--- src/rtl/alu_pkg.sv ---
// Shared ALU control codes and the sequential multiplier state type.
package alu_pkg;

    localparam logic [3:0] ALU_AND   = 4'b0000;
    localparam logic [3:0] ALU_OR    = 4'b0001;
    localparam logic [3:0] ALU_ADD   = 4'b0010;
    localparam logic [3:0] ALU_SUB   = 4'b0110;
    localparam logic [3:0] ALU_PASSB = 4'b0111;

    typedef enum logic [1:0] {
        IDLE = 2'd0,
        CALC = 2'd1,
        DONE = 2'd2
    } mul_state_t;

endpackage

--- src/rtl/alu_seq_mul_dp.sv ---
// Shift-add datapath: accumulator, shifting multiplicand/multiplier, step counter.
// ALU_SEQ_MUL_EARLY_EXIT_EN: finish as soon as no multiplier bits remain.
module alu_seq_mul_dp
    import alu_pkg::*;
#(
    parameter int N = 64
) (
    input  logic         clk,
    input  logic         reset,
    input  logic         load_i,
    input  logic         calc_i,
    input  logic [N-1:0] op_a_i,
    input  logic [N-1:0] op_b_i,
    input  logic [N-1:0] alu_result_i,
    output logic [N-1:0] acc_o,
    output logic [N-1:0] mcand_o,
    output logic [N-1:0] acc_nxt_o,
    output logic         last_o
);

    localparam int CW = $clog2(N);

    logic [N-1:0]  acc_q, acc_d;
    logic [N-1:0]  mcand_q, mcand_d;
    logic [N-1:0]  mplier_q, mplier_d;
    logic [CW-1:0] cnt_q, cnt_d;

    always_comb begin
        acc_d    = acc_q;
        mcand_d  = mcand_q;
        mplier_d = mplier_q;
        cnt_d    = cnt_q;
        if (load_i) begin
            acc_d    = '0;
            mcand_d  = op_a_i;
            mplier_d = op_b_i;
            cnt_d    = '0;
        end else if (calc_i) begin
            if (mplier_q[0])
                acc_d = alu_result_i;
            mcand_d  = mcand_q << 1;
            mplier_d = mplier_q >> 1;
            cnt_d    = cnt_q + CW'(1);
        end
    end

    always_ff @(posedge clk) begin
        if (reset) begin
            acc_q    <= '0;
            mcand_q  <= '0;
            mplier_q <= '0;
            cnt_q    <= '0;
        end else begin
            acc_q    <= acc_d;
            mcand_q  <= mcand_d;
            mplier_q <= mplier_d;
            cnt_q    <= cnt_d;
        end
    end

`ifdef ALU_SEQ_MUL_EARLY_EXIT_EN
    assign last_o = (cnt_q == CW'(N - 1)) || (mplier_q[N-1:1] == '0);
`else
    assign last_o = (cnt_q == CW'(N - 1));
`endif

    assign acc_o     = acc_q;
    assign mcand_o   = mcand_q;
    assign acc_nxt_o = acc_d;

endmodule

--- src/rtl/alu_seq_mul.sv ---
// Iterative LEGv8 MUL that borrows the execute-stage ALU adder.
// ALU_SEQ_MUL_EARLY_EXIT_EN: latency tracks the highest set multiplier bit.
module alu_seq_mul
    import alu_pkg::*;
#(
    parameter int N = 64
) (
    input  logic         clk,
    input  logic         reset,
    input  logic         start,
    input  logic [N-1:0] op_a,
    input  logic [N-1:0] op_b,
    output logic         busy,
    output logic         done,
    output logic [N-1:0] product,
    output logic [N-1:0] alu_a,
    output logic [N-1:0] alu_b,
    output logic [3:0]   alu_ctl,
    input  logic [N-1:0] alu_result
);

    mul_state_t   state_q;
    logic         busy_q;
    logic         done_q;
    logic [N-1:0] product_q;
    logic         load;
    logic         calc;
    logic         last;
    logic [N-1:0] acc_nxt;

    assign load = (state_q == IDLE) && start;
    assign calc = (state_q == CALC);

    alu_seq_mul_dp #(.N(N)) u_dp (
        .clk          (clk),
        .reset        (reset),
        .load_i       (load),
        .calc_i       (calc),
        .op_a_i       (op_a),
        .op_b_i       (op_b),
        .alu_result_i (alu_result),
        .acc_o        (alu_a),
        .mcand_o      (alu_b),
        .acc_nxt_o    (acc_nxt),
        .last_o       (last)
    );

    // product is captured on entry to DONE so it is valid with done
    always_ff @(posedge clk) begin
        if (reset) begin
            state_q   <= IDLE;
            busy_q    <= 1'b0;
            done_q    <= 1'b0;
            product_q <= '0;
        end else begin
            unique case (state_q)
                IDLE: begin
                    done_q <= 1'b0;
                    if (start) begin
                        busy_q <= 1'b1;
`ifdef ALU_SEQ_MUL_EARLY_EXIT_EN
                        if (op_b == '0) begin
                            state_q   <= DONE;
                            done_q    <= 1'b1;
                            product_q <= '0;
                        end else begin
                            state_q <= CALC;
                        end
`else
                        state_q <= CALC;
`endif
                    end
                end
                CALC: begin
                    if (last) begin
                        state_q   <= DONE;
                        done_q    <= 1'b1;
                        product_q <= acc_nxt;
                    end
                end
                DONE: begin
                    state_q <= IDLE;
                    busy_q  <= 1'b0;
                    done_q  <= 1'b0;
                end
                default: begin
                    state_q <= IDLE;
                    busy_q  <= 1'b0;
                    done_q  <= 1'b0;
                end
            endcase
        end
    end

    assign busy    = busy_q;
    assign done    = done_q;
    assign product = product_q;
    assign alu_ctl = ALU_ADD;

endmodule

--- config.mk ---
export PLATFORM = sky130hd
export DESIGN_NAME = alu_seq_mul
export DESIGN_NICKNAME = d
export VERILOG_FILES = /design/src/rtl/alu_pkg.sv /design/src/rtl/alu_seq_mul_dp.sv /design/src/rtl/alu_seq_mul.sv
export SDC_FILE = /design/constraint.sdc
export NUM_CORES = 1
export LEC_CHECK = 0
export BUFFER_PORTS_ARGS = -buffer_cell sky130_fd_sc_hd__clkbuf_2
export CAP_MARGIN = 10
export CORE_AREA = 4 4 175 177
export DETAILED_ROUTE_END_ITERATION = 7
export DIE_AREA = 0 0 179 181
export GPL_TIMING_DRIVEN = 0
export PLACE_DENSITY = 0.72
export SYNTH_ARGS = -nofsm -noshare
export SYNTH_HDL_FRONTEND = slang
export SYNTH_SLANG_ARGS = --single-unit
--- constraint.sdc ---
create_clock -name clk -period 3.1 [get_ports clk]
set_clock_uncertainty 0.2 [all_clocks]
set_input_delay 0.62 -clock clk [delete_from_list [all_inputs] [get_ports clk]]
set_output_delay 0.62 -clock clk [all_outputs]
set_load 0.02 [all_outputs]
==> impl_metrics.yaml, run 1 <==
detailed_routing:
  wl_mm: 42.1
  vias: 12000
  drtIter0Drc: 921
  first_pass_iters: 5
  remaining_drc_errors: 0
  drt-vias-per-instance: 5.62
  post_drt_wl_per_cell_um: 19.7
  ant_nets: 0
floorplanning:
  fp.dieW_um: 179
  dieArea_um2: 32400
  dieHeight_um: 181
  num_io_pins: 393
  core_area_um2: 29200
  start_util_pct: 39.1
  rows: 63
worst_setup_path:
  endpoint_kind: "flip-flop"
  cp_max_fo: 10
  worstReg2RegStart: "u_dp.cnt_q[0]$_SDFFE_PP0N_"
  crit_start: "u_dp.cnt_q[0]$_SDFFE_PP0N_"
  crit_arrival_ns: 2.40
  critPathKind: "flip-flop to flip-flop"
  critPathLaunchType: "flip-flop"
  crit_required_ns: 3.36
cells_and_area:
  area_growth_pct: 30.7
  fillCellCount: 2845
  nets: 1911
  final_common_cell: "clkbuf_2"
  design_area_um2: 14900
  drive_gt1_share_pct: 29.3
  stdcell_count: 2132
  final_cell_mix: "clkbuf_2 (388), dfxtp_1 (266), a21oi_1 (195)"
status:
  status: "finished clean"
global_route:
  grt_pass1_wl_mm: 64.2
  groute.layer.met3.usage_pct: 6.84
  antenna_found_initial: 5
  grt_pass1_vias: 11600
  grt.busiest_layer: "met2"
  grt_max_degree: 15
  use_met1_pct: 29.8
  grt_usage_pct: 24.3
  use_met2_pct: 41.4
  grt_remaining_overflow: 0
clock_tree:
  cts_root_buf: "clkbuf_16"
  cts_made_buffers: 30
  cts_resized: 0
  clkSlewWorstSetupHoldPaths_ns: 0.06
  cts_num_sinks: 266
  worstSkewPairLatency_ns: 0.53
  htreeDepth: 1
  cts_setup_buffers: 0
  cts_tree: "yes"
  postCtsHoldBufs: 0
  clock_path_buffers: 3
synth:
  syn_area_per_cell_um2: 8.84
  async_reset_ff_share_pct: 0
  synth_ff_type: "dfxtp_1"
  ys_seq_area_share_pct: 46.5
  synth_cells: 1294
  yosysWarnings: 0
  yosys_register_bits: 266
  synth-edff-count: 0
  synth_cell_type_count: 41
  synth_area_um2: 11400
timing:
  fmax_mhz: 467
  setup_viol: 0
  hold_viol: 0
  tns_ns: 0
  rsz0062_at_grt: "false"
  slew-limit-headroom_pct: 42.5
  drv_slew: 0
  tightest_slew_ns: 0.862
  finalCritPeriodShare_pct: 69.0
  fin_crit_ns: 2.14
worst_hold_path:
  holdCritPathClass: "primary input to flip-flop"
  hp-start: "op_b[63]"
placed_design:
  placed_cell_area_um2: 13900
  dp.cells: 2073
  hpwl_mm: 31.3
  globalplace.congestion: 0.891
  port_buffers: 387
pwr:
  power.sequential.fraction_pct: 43.1
  p_comb_share_pct: 13.2
  p_int_mw: 6.36
  cellLeakagePower_nw: 6.48
  p_switching_mw: 2.29
  ir_worst_vdd_uv: 360
  cellPowerDensity_nw_per_um2: 578
  swShare_pct: 26.5
  p_clk_share_pct: 43.7
flow_run:
  cap_violations: 0
## through the flow
step | hold WS, ns | setup slack, ns | power [mW] | utilization, %
floorplan | 0.248 | 1.31 | 4.46 | -
global placement | 0.244 | 0.479 | 4.91 | 47.4
detailed placement | 0.258 | 0.436 | 4.93 | 47.4
CTS | 0.0906 | 0.952 | 8.71 | 51.1
global route | 0.120 | 0.832 | 8.97 | 51.1
finish | 0.121 | 0.960 | 8.64 | 51.1
## final timing paths
path,to,slack (ns),cells after the start
setup / recovery,product[31]$_SDFFE_PP0P_,0.96,7
hold / removal,u_dp.mplier_q[63]$_SDFFE_PP0P_,0.12,3
setup reg to reg,product[31]$_SDFFE_PP0P_,0.96,7
hold reg to reg,busy$_SDFFE_PP0P_,0.26,2
## power groups by stage
stage	sequential [mW]	clock (mW)	combinational, mW
after floorplan	3.88	0	0.583
after global placement	3.79	0	1.13
after detailed placement	3.79	0	1.14
after CTS	3.72	3.85	1.14
after global routing	3.74	3.98	1.25
final	3.72	3.78	1.14
## cells in the mapped netlist, types with 2 or more instances
| cell type | number | share of area [%] |
|---|---|---|
| a211oi_1 | 64 | 4.2 |
| a21oi_1 | 195 | 8.5 |
| a221oi_1 | 48 | 3.7 |
| a221oi_2 | 16 | 2.1 |
| and2_1 | 64 | 3.5 |
| and3b_1 | 66 | 5.1 |
| buf_1 | 6 | 0.20 |
| buf_2 | 39 | 1.7 |
| buf_4 | 5 | 0.33 |
| buf_6 | 9 | 0.89 |
| clkbuf_1 | 93 | 3.1 |
| conb_1 | 2 | 0.066 |
| dfxtp_1 | 266 | 47 |
| inv_1 | 2 | 0.066 |
| inv_2 | 2 | 0.066 |
| nand2_1 | 4 | 0.13 |
| nand2b_1 | 2 | 0.11 |
| nand3b_1 | 2 | 0.13 |
| nor2_1 | 131 | 4.3 |
| nor2b_1 | 2 | 0.11 |
| o21ai_0 | 125 | 5.5 |
| o21ai_1 | 6 | 0.26 |
| o22ai_1 | 64 | 3.5 |
| o2bb2ai_1 | 62 | 4.7 |
| or3_1 | 2 | 0.11 |
| xor2_1 | 2 | 0.15 |
## cells by family after synthesis
family	after synthesis	synth area share [%]
DFF	266	46.5
muxes	1	0.0875
AOI/OAI and AO/OA	586	32.9
adders and majority gates	1	0.109
other	2	0.0656
and+or+nand+nor	279	13.8
buffers and inverters	157	6.34
xor gates and xnor gates	2	0.153
## cell type report
class	count	area [um2]	share of cell area [%]
inverters	4	15.0	0.100
repair buffers	387	1940	13.0
well taps	390	488	3.26
clock buffers	43	891	5.96
plain buffers	153	711	4.75
diodes	3	7.51	0.0502
multi-input cells	873	5400	36.1
clock inverters	13	178	1.19
flip-flops and latches	266	5330	35.6
## per-layer routing
metal | wire (um) | up-vias
li1 | - | 5655
met1 | 16800 | 5724
met2 | 20000 | 512
met5 | 27 | -
met4 | 1170 | 4
met3 | 4110 | 84
## flip-flops by register name, summed over array words and instances (netlist names)
register	count
product	64
u_dp.cnt_q	6
u_dp.acc_o	64
u_dp.mcand_o	64
u_dp.mplier_q	64
done	1
busy	1
state_q	2
## critical path, cell delays in order (launching register included)
cell	delay, ns
dfxtp_1	0.37
ha_1	0.22
and4_1	0.19
buf_2	0.16
buf_2	0.26
buf_2	0.30
a21oi_1	0.13
a211oi_1	0.22
No activity file was read; power rests on OpenSTA's default activity.
==> run 2: changes to the inputs <==
- PLACE_DENSITY: 0.72 -> 0.75
- clock period: 3.1 -> 1.79 ns (I/O delays scaled with it)
==> run 2 against run 1 <==
Compared with the run above:
- the flow now finishes with violations (setup timing)
- flip-flop and latch count did not move
- hold slack lost 0.10 ns
- non-clock buffer count rose by 154
- via count up 10%
- register-to-register slack got worse by 0.98 ns
- critical path type unchanged
- critical endpoint is now product[4]$_SDFFE_PP0P_
- largest power group is now registers
==> impl_metrics.yaml, run 2 (synthesis gave the netlist of run 1 again) <==
timing:
  setup_slack_ns: -0.0164
  finalCritPeriodShare_pct: 101
  setup_viol: 7
  timing.hold.ws_ns: 0.0162
  slew-limit-headroom_pct: 44.9
  fin_crit_ns: 1.81
  tightest_slew_ns: 0.827
  hold_viol: 0
  tns_ns: -0.0726
  fmax_mhz: 554
  rsz0062_at_grt: "true"
  drv_slew: 0
worst_setup_path:
  reg2reg_setup_slack_ns: -0.02
  cp-endpoint: "product[4]$_SDFFE_PP0P_"
  critPathLaunchType: "flip-flop"
  worstReg2RegStart: "state_q[1]$_SDFFE_PP0P_"
  path_depth: 6
  cpMostUsedCell: "buf_6"
  r2r-end: "product[4]$_SDFFE_PP0P_"
  ff2ff_path_depth: 6
  path_delay_family: "compound AO/OA/AOI/OAI gates"
  cpPeakStageDelay_ns: 0.33
  endpoint_kind: "flip-flop"
  crit_arrival_ns: 2.02
  critPathKind: "flip-flop to flip-flop"
  path_cells: "buf_6 -> o21bai_4 -> buf_12 -> buf_6 -> a221oi_2 -> a211oi_1"
  crit_required_ns: 2.00
  crit_start: "state_q[1]$_SDFFE_PP0P_"
  cp.buffers_inverters: 3
  cp_max_fo: 10
  critPathSlowestCell: "dfxtp_2"
detailed_routing:
  ant_nets: 0
  remaining_drc_errors: 0
  vias: 13200
  drt-vias-per-instance: 5.79
  post_drt_wl_per_cell_um: 21.3
  wl_mm: 48.6
  first_pass_iters: 5
  drtIter0Drc: 945
clock_tree:
  cts_tree: "yes"
  cts_made_buffers: 28
  cts_num_sinks: 266
  htreeDepth: 1
  worstSkewPairLatency_ns: 0.56
  clkSlewWorstSetupHoldPaths_ns: 0.07
  cts_root_buf: "clkbuf_16"
  clock_path_buffers: 3
status:
  violations: "setup timing"
  status: "complete, but fails checks"
pwr:
  cellLeakagePower_nw: 7.49
  ir_worst_vdd_uv: 786
  cellPowerDensity_nw_per_um2: 854
floorplanning:
  fp.dieW_um: 179
  rows: 63
  dieArea_um2: 32400
  dieHeight_um: 181
  core_area_um2: 29200
  start_util_pct: 39.1
  num_io_pins: 393
cells_and_area:
  drive_gt1_share_pct: 34.6
  area_growth_pct: 54.2
  nets: 2063
  final_common_cell: "clkbuf_2"
  final_cell_mix: "clkbuf_2 (417), dfxtp_1 (258), a21oi_1 (194)"
placed_design:
  globalplace.congestion: 0.897
  port_buffers: 387
  hpwl_mm: 31.4
global_route:
  antenna_found_initial: 4
  grt_remaining_overflow: 0
  grt_max_degree: 15
  grt_pass1_wl_mm: 71.3
  grt_usage_pct: 27.1
  grt_pass1_vias: 13000
worst_hold_path:
  holdCritPathClass: "primary input to flip-flop"
flow_run:
  cap_violations: 0
## run 2: worst min-delay path by stage
stage | startpoint | endpoint | slack, ns | cells past startpoint
floorplan | u_dp.cnt_q[5]$_SDFFE_PP0N_ | u_dp.cnt_q[5]$_SDFFE_PP0N_ | 0.25 | 2
global route | alu_result[35] | u_dp.acc_o[35]$_SDFF_PP0_ | 0.03 | 4
CTS | alu_result[35] | u_dp.acc_o[35]$_SDFF_PP0_ | 0.001 | 4
detailed placement | u_dp.cnt_q[5]$_SDFFE_PP0N_ | u_dp.cnt_q[5]$_SDFFE_PP0N_ | 0.29 | 2
finish | op_a[54] | u_dp.mcand_o[54]$_SDFFE_PP0P_ | 0.02 | 4
global placement | u_dp.cnt_q[5]$_SDFFE_PP0N_ | u_dp.cnt_q[5]$_SDFFE_PP0N_ | 0.26 | 2
## run 2: report_power, final
| part | leakage [nW] | switching (mW) | total [mW] | internal [mW] |
|---|---|---|---|---|
| sequential | 2.18 | 0.250 | 6.48 | 6.23 |
| combinational | 4.85 | 1.48 | 2.60 | 1.12 |
| clock | 0.464 | 2.48 | 5.99 | 3.51 |
| total | 7.49 | 4.21 | 15.1 | 10.9 |
## run 2: worst reg2reg max path: cells and delay by family, from the launching register on
kind                   cells  cell delay, ns
buffers and inverters      3            0.47
AOI/OAI and AO/OA          3            0.67
DFF                        1            0.33
## run 2: metrics by stage
stage          util [%]  instance area, um2  power, mW  worst slack [ns]  instances
2_1_floorplan         -               11400       7.73            0.0637       1296
3_3_place_gp       47.4               13900       8.50            -0.615       2073
3_5_place_dp       47.4               13900       8.54            -0.613       2073
4_1_cts            57.8               16900       14.8           -0.0212       2273
5_1_grt            60.3               17600       15.6           -0.0652       2282
6_report           60.3               17600       15.1           -0.0164       2282
## run 2: cell type report
type / count / area (um2)
fill: 2321 / 11600
multi-input combinational: 873 / 6280
sequential: 266 / 5340
timing repair buffer: 542 / 3470
buffer: 152 / 1100
clock buffer: 45 / 845
tap: 390 / 488
clock inverter: 7 / 100
inverter: 4 / 20.0
antenna: 3 / 7.51
## run 2: repair_timing
action	4_1_cts	5_1_grt
gates resized for setup	172	158
setup endpoints to repair	261	206
hold buffers	141	0
endpoints found under the hold margin	141	0
gates cloned	3	1
buffers inserted	4	6
pin swaps	5	36
## run 2: layer usage
metal / track usage, % / vias up / wire, um
met5: 0 / - / 20
met4: 12.9 / 2 / 2500
met3: 5.78 / 175 / 4550
met2: 46.6 / 821 / 23700
met1: 32.0 / 6255 / 17900
li1: - / 5971 / -
==> run 3: changes to the inputs <==
==> constraint.sdc (replaced) <==
create_clock -name clk -period 1.79 [get_ports clk]
set_clock_uncertainty 0.2 [all_clocks]
set_input_delay 0.0895 -clock clk [delete_from_list [all_inputs] [get_ports clk]]
set_output_delay 0.0895 -clock clk [all_outputs]
set_load 0.02 [all_outputs]
==> run 3 against run 2 <==
Compared with the run above:
- the flow still finishes with violations (setup timing)
- via count grew 2.8%
- combinational power is 5% higher
- sequential power is essentially flat
- global-route usage increased by 1.0 points
- wire length up 3.9%
- utilization grew 1.8 points
- clock power hardly changed
- final cell count is 2.3% higher
- setup slack got worse by 0.032 ns
- critical path depth unchanged
- count of clock-buffer cells in the layout is the same
- flip-flop and latch count unchanged
- critical path type unchanged
- highest routed layer is now met4
==> impl_metrics.yaml, run 3 (synthesis gave the netlist of run 1 again) <==
cells_and_area:
  stdcell_count: 2334
  fillCellCount: 2181
  nets: 2115
  drive_gt1_share_pct: 33.4
  final_common_cell: "clkbuf_2"
  area_growth_pct: 58.8
  final_cell_mix: "clkbuf_2 (416), dfxtp_1 (262), a21oi_1 (195)"
worst_hold_path:
  holdCritPathClass: "primary input to flip-flop"
status:
  status: "complete, but fails checks"
  violations: "setup timing"
flow_run:
  cap_violations: 0
detailed_routing:
  drt-vias-per-instance: 5.83
  drtIter0Drc: 1042
  remaining_drc_errors: 0
  first_pass_iters: 5
  post_drt_wl_per_cell_um: 21.7
  wl_mm: 50.6
  ant_nets: 0
  vias: 13600
pwr:
  cellLeakagePower_nw: 7.70
  cellPowerDensity_nw_per_um2: 837
  p_clk_share_pct: 39.5
  ir_worst_vdd_uv: 710
  p_int_mw: 10.9
  power.sequential.fraction_pct: 42.6
  swShare_pct: 28.0
  p_comb_share_pct: 17.9
  p_switching_mw: 4.26
  total_power_mw: 15.2
clock_tree:
  clkSlewWorstSetupHoldPaths_ns: 0.06
  worstSkewPairLatency_ns: 0.55
  cts_num_sinks: 266
  htreeDepth: 1
  cts_tree: "yes"
  cts_root_buf: "clkbuf_16"
  clock_path_buffers: 3
  cts_made_buffers: 28
worst_setup_path:
  reg2reg_setup_slack_ns: -0.05
  cp_max_fo: 10
  critPathSlowestCell: "dfxtp_4"
  crit_required_ns: 2.00
  path_delay_family: "buffers and inverters"
  crit_arrival_ns: 2.04
  cpPeakStageDelay_ns: 0.37
  critPathLaunchType: "flip-flop"
  path_cells: "buf_6 -> buf_12 -> buf_2 -> and2_4 -> a221oi_4 -> a211oi_2"
  endpoint_kind: "flip-flop"
  critPathKind: "flip-flop to flip-flop"
  cp.buffers_inverters: 3
global_route:
  use_met1_pct: 33.0
  grt_pass1_vias: 13600
  grt_usage_pct: 28.2
  grt.busiest_layer: "met2"
  use_met2_pct: 48.0
  grt_max_degree: 15
  groute.layer.met3.usage_pct: 5.92
  grt_remaining_overflow: 0
  grt_pass1_wl_mm: 74.1
  antenna_found_initial: 2
floorplanning:
  dieHeight_um: 181
  num_io_pins: 393
  start_util_pct: 39.1
  rows: 63
  fp.dieW_um: 179
  core_area_um2: 29200
  dieArea_um2: 32400
timing:
  hold_viol: 0
  tightest_slew_ns: 0.812
  setup_viol: 11
  finalCritPeriodShare_pct: 103
  slew-limit-headroom_pct: 45.8
  rsz0062_at_grt: "true"
  tns_ns: -0.273
  timing.hold.ws_ns: 0.00817
  fin_crit_ns: 1.84
  setup_slack_ns: -0.0487
  drv_slew: 0
  fmax_mhz: 544
placed_design:
  hpwl_mm: 31.4
  dp.cells: 2073
  globalplace.congestion: 0.897
  port_buffers: 387
  pre_cts_ws_ns: -0.345
-- run 3: cell count changes in the layout (fill, tap and decap cells not counted), sizes merged --
cell	delta
dlygate4sd3	+52
buf	-2
clkbuf	+2
-- run 3: stage by stage --
stage | util (%) | cell area, um2
4_1_cts | 59.7 | 17500
2_1_floorplan | - | 11400
5_1_grt | 62.1 | 18200
3_5_place_dp | 47.4 | 13900
6_report | 62.1 | 18200
3_3_place_gp | 47.4 | 13900
-- run 3: worst register-to-register path, cell delays in order (launching register included) --
cell and delay [ns]:
dfxtp_4 0.37, buf_6 0.14, buf_12 0.16, buf_2 0.19, and2_4 0.18, a221oi_4 0.32, a211oi_2 0.14
-- run 3: area by class of cell --
| type | instances | area (um2) | share of cell area [%] |
|---|---|---|---|
| Timing Repair Buffer | 595 | 4040 | 22.3 |
| Antenna cell | 3 | 7.51 | 0.0413 |
| Clock inverter | 7 | 100 | 0.551 |
| Tap cell | 390 | 488 | 2.69 |
| Inverter | 4 | 20.0 | 0.110 |
| Clock buffer | 45 | 845 | 4.65 |
| Sequential cell | 266 | 5340 | 29.4 |
| Buffer | 151 | 1090 | 5.99 |
| Multi-Input combinational cell | 873 | 6240 | 34.3 |
-- run 3: worst paths after layout --
path | startpoint | end | depth (start not counted)
min | start | u_dp.cnt_q[2]$_SDFFE_PP0N_ | 4
min reg2reg | busy$_SDFFE_PP0P_ | busy$_SDFFE_PP0P_ | 2
max reg2reg | state_q[0]$_SDFFE_PP0P_ | product[10]$_SDFFE_PP0P_ | 6
max | state_q[0]$_SDFFE_PP0P_ | product[10]$_SDFFE_PP0P_ | 6
-- run 3: what timing repair did --
action	in CTS	in global routing
resized for setup	156	163
setup buffers	4	5
setup endpoints to repair	255	239
pin swaps	9	32
hold endpoints to repair	256	0
gates cloned	2	4
hold buffers	193	0
-- run 3: power groups by stage --
stage	combinational [mW]	sequential [mW]	clock, mW
detailed placement	1.97	6.57	0
global placement	1.94	6.56	0
global route	2.91	6.50	6.26
floorplan	1.01	6.72	0
CTS	2.46	6.45	6.03
finish	2.73	6.48	6.00
-- run 3: per-layer routing --
layer  up-vias  wire, um
met1      6394     18600
met2       911     24200
li1       6075         -
met3       219      4920
met5         -         0
met4         0      2920
